==> src/rtl/ps2_pkg.sv <==
// Shared PS/2 event layout, scan-code prefixes and key-event constants.
// No logic; imported by the receiver and testbench.
package ps2_pkg;

  localparam int EV_W         = 10;
  localparam int EV_CODE_LSB  = 0;
  localparam int EV_CODE_W    = 8;
  localparam int EV_BRK_BIT   = 8;
  localparam int EV_EXT_BIT   = 9;

  localparam logic [7:0] PS2_PREFIX_EXT = 8'hE0;
  localparam logic [7:0] PS2_PREFIX_BRK = 8'hF0;

  typedef struct packed {
    logic       ext;
    logic       brk;
    logic [7:0] code;
  } ps2_ev_t;

  localparam logic [EV_W-1:0] KEY_UP_MK     = 10'h275;
  localparam logic [EV_W-1:0] KEY_UP_BRK    = 10'h375;
  localparam logic [EV_W-1:0] KEY_LEFT_MK   = 10'h26B;
  localparam logic [EV_W-1:0] KEY_LEFT_BRK  = 10'h36B;
  localparam logic [EV_W-1:0] KEY_RIGHT_MK  = 10'h274;
  localparam logic [EV_W-1:0] KEY_RIGHT_BRK = 10'h374;
  localparam logic [EV_W-1:0] KEY_ENTER_MK  = 10'h05A;
  localparam logic [EV_W-1:0] KEY_ENTER_BRK = 10'h15A;

endpackage

==> src/rtl/ps2_event_fifo.sv <==
// Generic synchronous first-word-fall-through FIFO, 2**AW entries of W bits.
// Latency: pushed word visible at o_dat the cycle after the push; a push to a full FIFO is refused unless a pop happens in the same cycle.
module ps2_event_fifo #(
  parameter int W  = 10,
  parameter int AW = 3
) (
  input  logic          clk,
  input  logic          rst,
  input  logic          i_push,
  input  logic [W-1:0]  i_push_dat,
  input  logic          i_pop,
  output logic [W-1:0]  o_dat,
  output logic          o_full,
  output logic          o_empty,
  output logic [AW:0]   o_count
);

  localparam int DEPTH = 1 << AW;

  logic [W-1:0]  r_mem [DEPTH];
  logic [AW-1:0] r_wr_ptr;
  logic [AW-1:0] r_rd_ptr;
  logic [AW:0]   r_count;
  logic          w_push;
  logic          w_pop;

  assign o_empty = (r_count == '0);
  assign o_full  = (r_count == (AW+1)'(DEPTH));
  assign w_pop   = i_pop & ~o_empty;
  // A full FIFO still accepts a push when the head leaves in the same cycle.
  assign w_push  = i_push & (~o_full | w_pop);
  assign o_count = r_count;
  assign o_dat   = o_empty ? '0 : r_mem[r_rd_ptr];

  always_ff @(posedge clk) begin
    if (w_push) r_mem[r_wr_ptr] <= i_push_dat;
  end

  always_ff @(posedge clk or posedge rst) begin
    if (rst) begin
      r_wr_ptr <= '0;
      r_rd_ptr <= '0;
      r_count  <= '0;
    end else begin
      if (w_push) r_wr_ptr <= r_wr_ptr + AW'(1);
      if (w_pop)  r_rd_ptr <= r_rd_ptr + AW'(1);
      case ({w_push, w_pop})
        2'b10:   r_count <= r_count + (AW+1)'(1);
        2'b01:   r_count <= r_count - (AW+1)'(1);
        default: r_count <= r_count;
      endcase
    end
  end

endmodule

==> src/rtl/ps2_kbd_rx.sv <==
// PS/2 keyboard receiver: oversampled frame check, watchdog, E0/F0 folding into 10-bit events, FWFT event FIFO; PS2_KEYSTATE_EN adds arrow/enter key state.
// Latency: event pushed the cycle after the 11th falling edge, ev_valid the cycle after; full FIFO drops events and sets sticky overflow.
module ps2_kbd_rx
  import ps2_pkg::*;
#(
  parameter int TIMEOUT_CYCLES  = 100000,
  parameter int FIFO_DEPTH_LOG2 = 3,
  parameter int SYNC_STAGES     = 2
) (
  input  logic                       clk,
  input  logic                       rst,
  input  logic                       ps2_clk,
  input  logic                       ps2_data,
  output logic                       ev_valid,
  input  logic                       ev_ready,
  output logic [EV_W-1:0]            ev_data,
  output logic [FIFO_DEPTH_LOG2:0]   ev_count,
  output logic                       frame_err,
  output logic                       overflow,
  input  logic                       clr_overflow
`ifdef PS2_KEYSTATE_EN
  ,
  output logic                       key_up,
  output logic                       key_left,
  output logic                       key_right,
  output logic                       key_enter
`endif
);

  localparam int WD_W = $clog2(TIMEOUT_CYCLES + 1);

  logic [SYNC_STAGES-1:0] r_clk_sync;
  logic [SYNC_STAGES-1:0] r_dat_sync;
  logic                   r_clk_prev;
  logic                   w_clk_s;
  logic                   w_dat_s;
  logic                   w_fall;

  assign w_clk_s = r_clk_sync[SYNC_STAGES-1];
  assign w_dat_s = r_dat_sync[SYNC_STAGES-1];
  assign w_fall  = r_clk_prev & ~w_clk_s;

  // Synchronisers reset to the idle-high line level so release never fakes an edge.
  always_ff @(posedge clk or posedge rst) begin
    if (rst) begin
      r_clk_sync <= '1;
      r_dat_sync <= '1;
      r_clk_prev <= 1'b1;
    end else begin
      r_clk_sync <= {r_clk_sync[SYNC_STAGES-2:0], ps2_clk};
      r_dat_sync <= {r_dat_sync[SYNC_STAGES-2:0], ps2_data};
      r_clk_prev <= w_clk_s;
    end
  end

  logic [3:0]      r_bit_cnt;
  logic [9:0]      r_frame;
  logic [WD_W-1:0] r_wdog;
  logic            r_byte_vld;
  logic [7:0]      r_byte;
  logic            r_frame_err;
  logic            w_last;
  logic            w_good;
  logic            w_tmo;
  logic            w_abort;

  assign w_last    = w_fall & (r_bit_cnt == 4'd10);
  assign w_good    = ~r_frame[0] & (^r_frame[9:1]) & w_dat_s;
  assign w_tmo     = ~w_fall & (r_bit_cnt != 4'd0) & (r_wdog == WD_W'(TIMEOUT_CYCLES));
  assign w_abort   = (w_last & ~w_good) | w_tmo;
  assign frame_err = r_frame_err;

  // r_frame shifts in from the top: after ten edges bit 0 is start, 8:1 data, 9 parity.
  always_ff @(posedge clk or posedge rst) begin
    if (rst) begin
      r_bit_cnt   <= '0;
      r_frame     <= '0;
      r_wdog      <= '0;
      r_byte_vld  <= 1'b0;
      r_byte      <= '0;
      r_frame_err <= 1'b0;
    end else begin
      r_byte_vld  <= 1'b0;
      r_frame_err <= 1'b0;
      if (w_fall) begin
        r_wdog <= '0;
        if (r_bit_cnt == 4'd10) begin
          r_bit_cnt   <= '0;
          r_byte_vld  <= w_good;
          r_frame_err <= ~w_good;
          r_byte      <= r_frame[8:1];
        end else begin
          r_bit_cnt <= r_bit_cnt + 4'd1;
          r_frame   <= {w_dat_s, r_frame[9:1]};
        end
      end else if (r_bit_cnt == 4'd0) begin
        r_wdog <= '0;
      end else if (w_tmo) begin
        r_bit_cnt   <= '0;
        r_wdog      <= '0;
        r_frame_err <= 1'b1;
      end else begin
        r_wdog <= r_wdog + WD_W'(1);
      end
    end
  end

  logic    r_ext;
  logic    r_brk;
  logic    w_is_ext;
  logic    w_is_brk;
  logic    w_push;
  logic    w_pop;
  logic    w_full;
  logic    w_empty;
  logic    r_ovf;
  ps2_ev_t w_ev;

  assign w_is_ext = (r_byte == PS2_PREFIX_EXT);
  assign w_is_brk = (r_byte == PS2_PREFIX_BRK);
  assign w_push   = r_byte_vld & ~w_is_ext & ~w_is_brk;
  assign w_ev     = '{ext: r_ext, brk: r_brk, code: r_byte};
  assign w_pop    = ev_ready & ~w_empty;
  assign ev_valid = ~w_empty;
  assign overflow = r_ovf;

  always_ff @(posedge clk or posedge rst) begin
    if (rst) begin
      r_ext <= 1'b0;
      r_brk <= 1'b0;
      r_ovf <= 1'b0;
    end else begin
      if (w_abort) begin
        r_ext <= 1'b0;
        r_brk <= 1'b0;
      end else if (r_byte_vld) begin
        if (w_is_ext)      r_ext <= 1'b1;
        else if (w_is_brk) r_brk <= 1'b1;
        else begin
          r_ext <= 1'b0;
          r_brk <= 1'b0;
        end
      end
      if (w_push & w_full & ~w_pop) r_ovf <= 1'b1;
      else if (clr_overflow)        r_ovf <= 1'b0;
    end
  end

  ps2_event_fifo #(
    .W  (EV_W),
    .AW (FIFO_DEPTH_LOG2)
  ) u_fifo (
    .clk        (clk),
    .rst        (rst),
    .i_push     (w_push),
    .i_push_dat (w_ev),
    .i_pop      (ev_ready),
    .o_dat      (ev_data),
    .o_full     (w_full),
    .o_empty    (w_empty),
    .o_count    (ev_count)
  );

`ifdef PS2_KEYSTATE_EN
  // Key state tracks every decoded event, even ones the FIFO drops.
  always_ff @(posedge clk or posedge rst) begin
    if (rst) begin
      key_up    <= 1'b0;
      key_left  <= 1'b0;
      key_right <= 1'b0;
      key_enter <= 1'b0;
    end else if (w_push) begin
      case (w_ev)
        KEY_UP_MK:     key_up    <= 1'b1;
        KEY_UP_BRK:    key_up    <= 1'b0;
        KEY_LEFT_MK:   key_left  <= 1'b1;
        KEY_LEFT_BRK:  key_left  <= 1'b0;
        KEY_RIGHT_MK:  key_right <= 1'b1;
        KEY_RIGHT_BRK: key_right <= 1'b0;
        KEY_ENTER_MK:  key_enter <= 1'b1;
        KEY_ENTER_BRK: key_enter <= 1'b0;
        default: ;
      endcase
    end
  end
`endif

endmodule

==> config.mk <==
export PLATFORM = sky130hd
export DESIGN_NAME = ps2_kbd_rx
export DESIGN_NICKNAME = d
export VERILOG_FILES = /design/src/rtl/ps2_pkg.sv /design/src/rtl/ps2_event_fifo.sv /design/src/rtl/ps2_kbd_rx.sv
export SDC_FILE = /design/constraint.sdc
export NUM_CORES = 1
export LEC_CHECK = 0
export ABC_AREA = 1
export ABC_CLOCK_PERIOD_IN_PS = 2470
export CORE_AREA = 2 2 87 151
export CTS_BUF_LIST = sky130_fd_sc_hd__clkbuf_16
export CTS_CLUSTER_DIAMETER = 100
export DETAILED_ROUTE_END_ITERATION = 8
export DIE_AREA = 0 0 89 153
export GPL_ROUTABILITY_DRIVEN = 1
export GPL_TIMING_DRIVEN = 0
export PLACE_DENSITY = 0.66
export SYNTH_ARGS = -nofsm -noshare
export SYNTH_HDL_FRONTEND = slang
export SYNTH_SLANG_ARGS = --single-unit
==> constraint.sdc <==
create_clock -name clk -period 2.47 [get_ports clk]
set_clock_uncertainty 0.1 [all_clocks]
set_input_delay 0.494 -clock clk [delete_from_list [all_inputs] [get_ports clk]]
set_output_delay 0.494 -clock clk [all_outputs]
set_load 0.02 [all_outputs]
==> results.md <==
- Pre-antenna DRT Iters: 5
- Post-synth top area cell: edfxtp_1
- Inst Count DP: 780
- Failing checks: setup timing
- Drt total wl: 13,740 um
- Row count: 54
- WL/cell: roughly 17 um
- Crit path capture type: primary output
- Vias: 4,392
- Number of synthesized flops with an enable pin: 80
- Tot GR Track Use: 0.2181
- Largest net degree at the start of global routing: 41
- Setup crit start kind: flip-flop
- Via density: approximately 5.3
- Routing usage on met3: 0.04590
- Crit path launch: u_fifo.r_rd_ptr[0]
- H-tree levels: 4
- I/O pin total: 23
- CP arrival: 1.96 ns
- Comb power frac: 0.376
- Worst-Skew Late Latency: 0.42 ns
- RSZ-0062 raised after global routing: yes
- CTS buffer count: 17
- CTS Sinks: 139
- Dominant cells by area after synthesis: edfxtp_1, dfrtp_1, nor2_1
- Critical R2R Capture: u_fifo.o_count[2]
- Ys async rst share: 0.4245
- Commonest non-fill, non-tap cell in the layout: nor2_1
- Final HPWL DP: 9195 um
- R2R Setup Slk: 0.13 ns
- Setup WS post-layout: -0.08343 ns
- CTS Buffer Depth: 2
- Fin. Hold Viols: 0
- GRT busiest layer: met2
- Post-synthesis cell count: 589
- Max cap viols: 0
- End of the critical path: ev_data[0]
- Clk root buf: clkbuf_16
- Post-DRT Antenna Nets: 0
- Synth Register Bits: 139
- Synth Net Count: between 600 and 700
- WHS: 0.2561 ns
- Synth top area share: 0.3947
- Relative slew slack: 0.5821
- Max Slew Vio Count: 0
- Initial antenna violation count: 0
- Placer congestion estimate: around 0.85
- First-pass GRT wire length: 22,130 um
- Placed Area: 6538 um2
- Setup TNS: -0.1859 ns
- Leakage: 3.012 nW
- Final setup viols: 6
- Setup CP Type: reg2out
- Port bufs: 22
- Clock power frac: 0.282
- VDD IR max: 0.6310 mV
- Hold Path Class: reg2reg
- Syn-to-layout area delta: 25.32%
- # hold bufs at CTS: 0
- Commonest non-fill, non-tap cells in the layout: nor2_1, nand2_1, edfxtp_1, inv_1, dfrtp_1
- Layout net count: 660
- Synth Flop Type: edfxtp_1
- Net Switching: 3.233 mW
- Register area share after synthesis: 0.6382
- Initial DRC count: 269
- Synth cell types: 36
- Clock-pin slew on the worst setup and hold paths: 0.06 ns
- Die area: about 14,000 um2
- Vias in the first global route: 4,557
- Worst r2r src: u_fifo.o_count[1]
- Dpl ws: -0.4900 ns
- Cell-internal power: between 5 and 6 mW
- Fmax: 0.3916 GHz
- CP Max Fanout: 7
- Switch share: 0.3681
- Worst R2R Path Depth: 13
- Grt ovf: 0
- Post-route DRC: 0
- Syn avg cell area: 10.33 um2
- WP data required: 1.88 ns
- Status: finished, violations left
- CTS tree: yes
- # diodes: 0
- Final period utilization: 1.034
- Worst-Margin Slew: about 0.63 ns
- Seq pwr share: 0.343
- Cell area after layout: 7629 um2
- GR Layer Usage met1: 0.2228
- Die span in y: 153 um
- Die width: 89 um
- Syn. warnings: 0
- P per Cell Area: 1152 nW/um2
- Area of the core: 12,430 um2
- M2 GR Usage: 0.4058
- Post-synthesis instance area: 6087 um2
- Clock period minus worst slack: 2.553 ns
- Starting Density: 0.4896
- Layout cells sized above 1: 0.2405
- Finished Layout Cells: 825
per-layer routing:
metal | part of all wire | wire length [um]
met2 | 0.59 | 8103
met4 | 0.032 | 439
met5 | 0 | 0
met3 | 0.028 | 391
met1 | 0.35 | 4807
timing repair:
action / in CTS / in global routing
setup buffers: 8 / 5
pin swaps: 9 / 9
gates resized for setup: 129 / 43
gates cloned: 1 / 0
endpoints found under the setup margin: 93 / 14
final cells by class:
type,count,area [um2]
clock inverter,15,153.9
tap,168,210.2
multi-input combinational,376,2223
sequential,139,3897
clock buffer,17,425.4
inverter,54,207.7
buffer,19,167.7
timing repair buffer,37,342.8
fill,1036,4803
worst max-delay path: stages (launching register included):
cell and delay (ns):
dfrtp_2 0.49, clkinv_4 0.13, buf_8 0.14, nor2_2 0.05
o32ai_4 0.30, o21ai_2 0.12, nor2_2 0.18, buf_6 0.14
cells in the mapped netlist (3+ instances only):
cell type  count
nor2_1       124
nand2_1       88
edfxtp_1      80
o21ai_0       55
dfrtp_1       54
inv_1         52
o32ai_1       20
nand3_1       15
nor3_1        11
clkbuf_1      10
ha_1          10
buf_2          8
nand4_1        8
xor2_1         8
xnor2_1        6
dfstp_2        5
a21oi_1        4
nor2_2         4
nor3_2         3
o21ai_1        3
power by group through the flow:
stage / sequential (mW) / clock (mW) / combinational (mW)
after floorplan: 2.98 / 0 / 1.63
after global placement: 3.03 / 0 / 2.51
after detailed placement: 3.04 / 0 / 2.59
after CTS: 3.01 / 2.50 / 3.05
after global routing: 3.04 / 2.61 / 3.58
final: 3.01 / 2.47 / 3.30
state kept, by name, summed over array words and instances (netlist names), 2 cells and up:
| register | cells |
|---|---|
| u_fifo.r_mem | 80 |
| r_wdog | 17 |
| r_frame | 10 |
| r_byte | 8 |
| r_bit_cnt | 4 |
| u_fifo.o_count | 4 |
| u_fifo.r_rd_ptr | 3 |
| u_fifo.r_wr_ptr | 3 |
| r_clk_sync | 2 |
| r_dat_sync | 2 |
per-stage QoR:
step	util	power [mW]
floorplan	-	4.608
global placement	0.5243	5.540
detailed placement	0.5259	5.629
CTS	0.6007	8.560
global route	0.6136	9.235
finish	0.6136	8.784
logic make-up after synthesis:
group / share of synthesized area
buffers and inverters: 0.04851
AND/OR/NAND/NOR: 0.1866
adder cells (fa/ha/maj): 0.02055
multiplexers: 0.003700
flip-flops: 0.6382
AO/OA/AOI/OAI: 0.08222
XOR/XNOR: 0.02014
worst min path at each step:
stage | startpoint | end | slack [ns] | cells after the start
floorplan | r_clk_sync[0] | r_clk_sync[1] | 0.25 | 0
global placement | r_dat_sync[0] | r_dat_sync[1] | 0.25 | 0
detailed placement | r_dat_sync[0] | r_dat_sync[1] | 0.25 | 0
CTS | r_dat_sync[0] | r_dat_sync[1] | 0.26 | 0
global route | r_clk_sync[0] | r_clk_sync[1] | 0.26 | 0
finish | r_dat_sync[0] | r_dat_sync[1] | 0.26 | 0
Note: power is estimated with default switching activity, not from simulation.
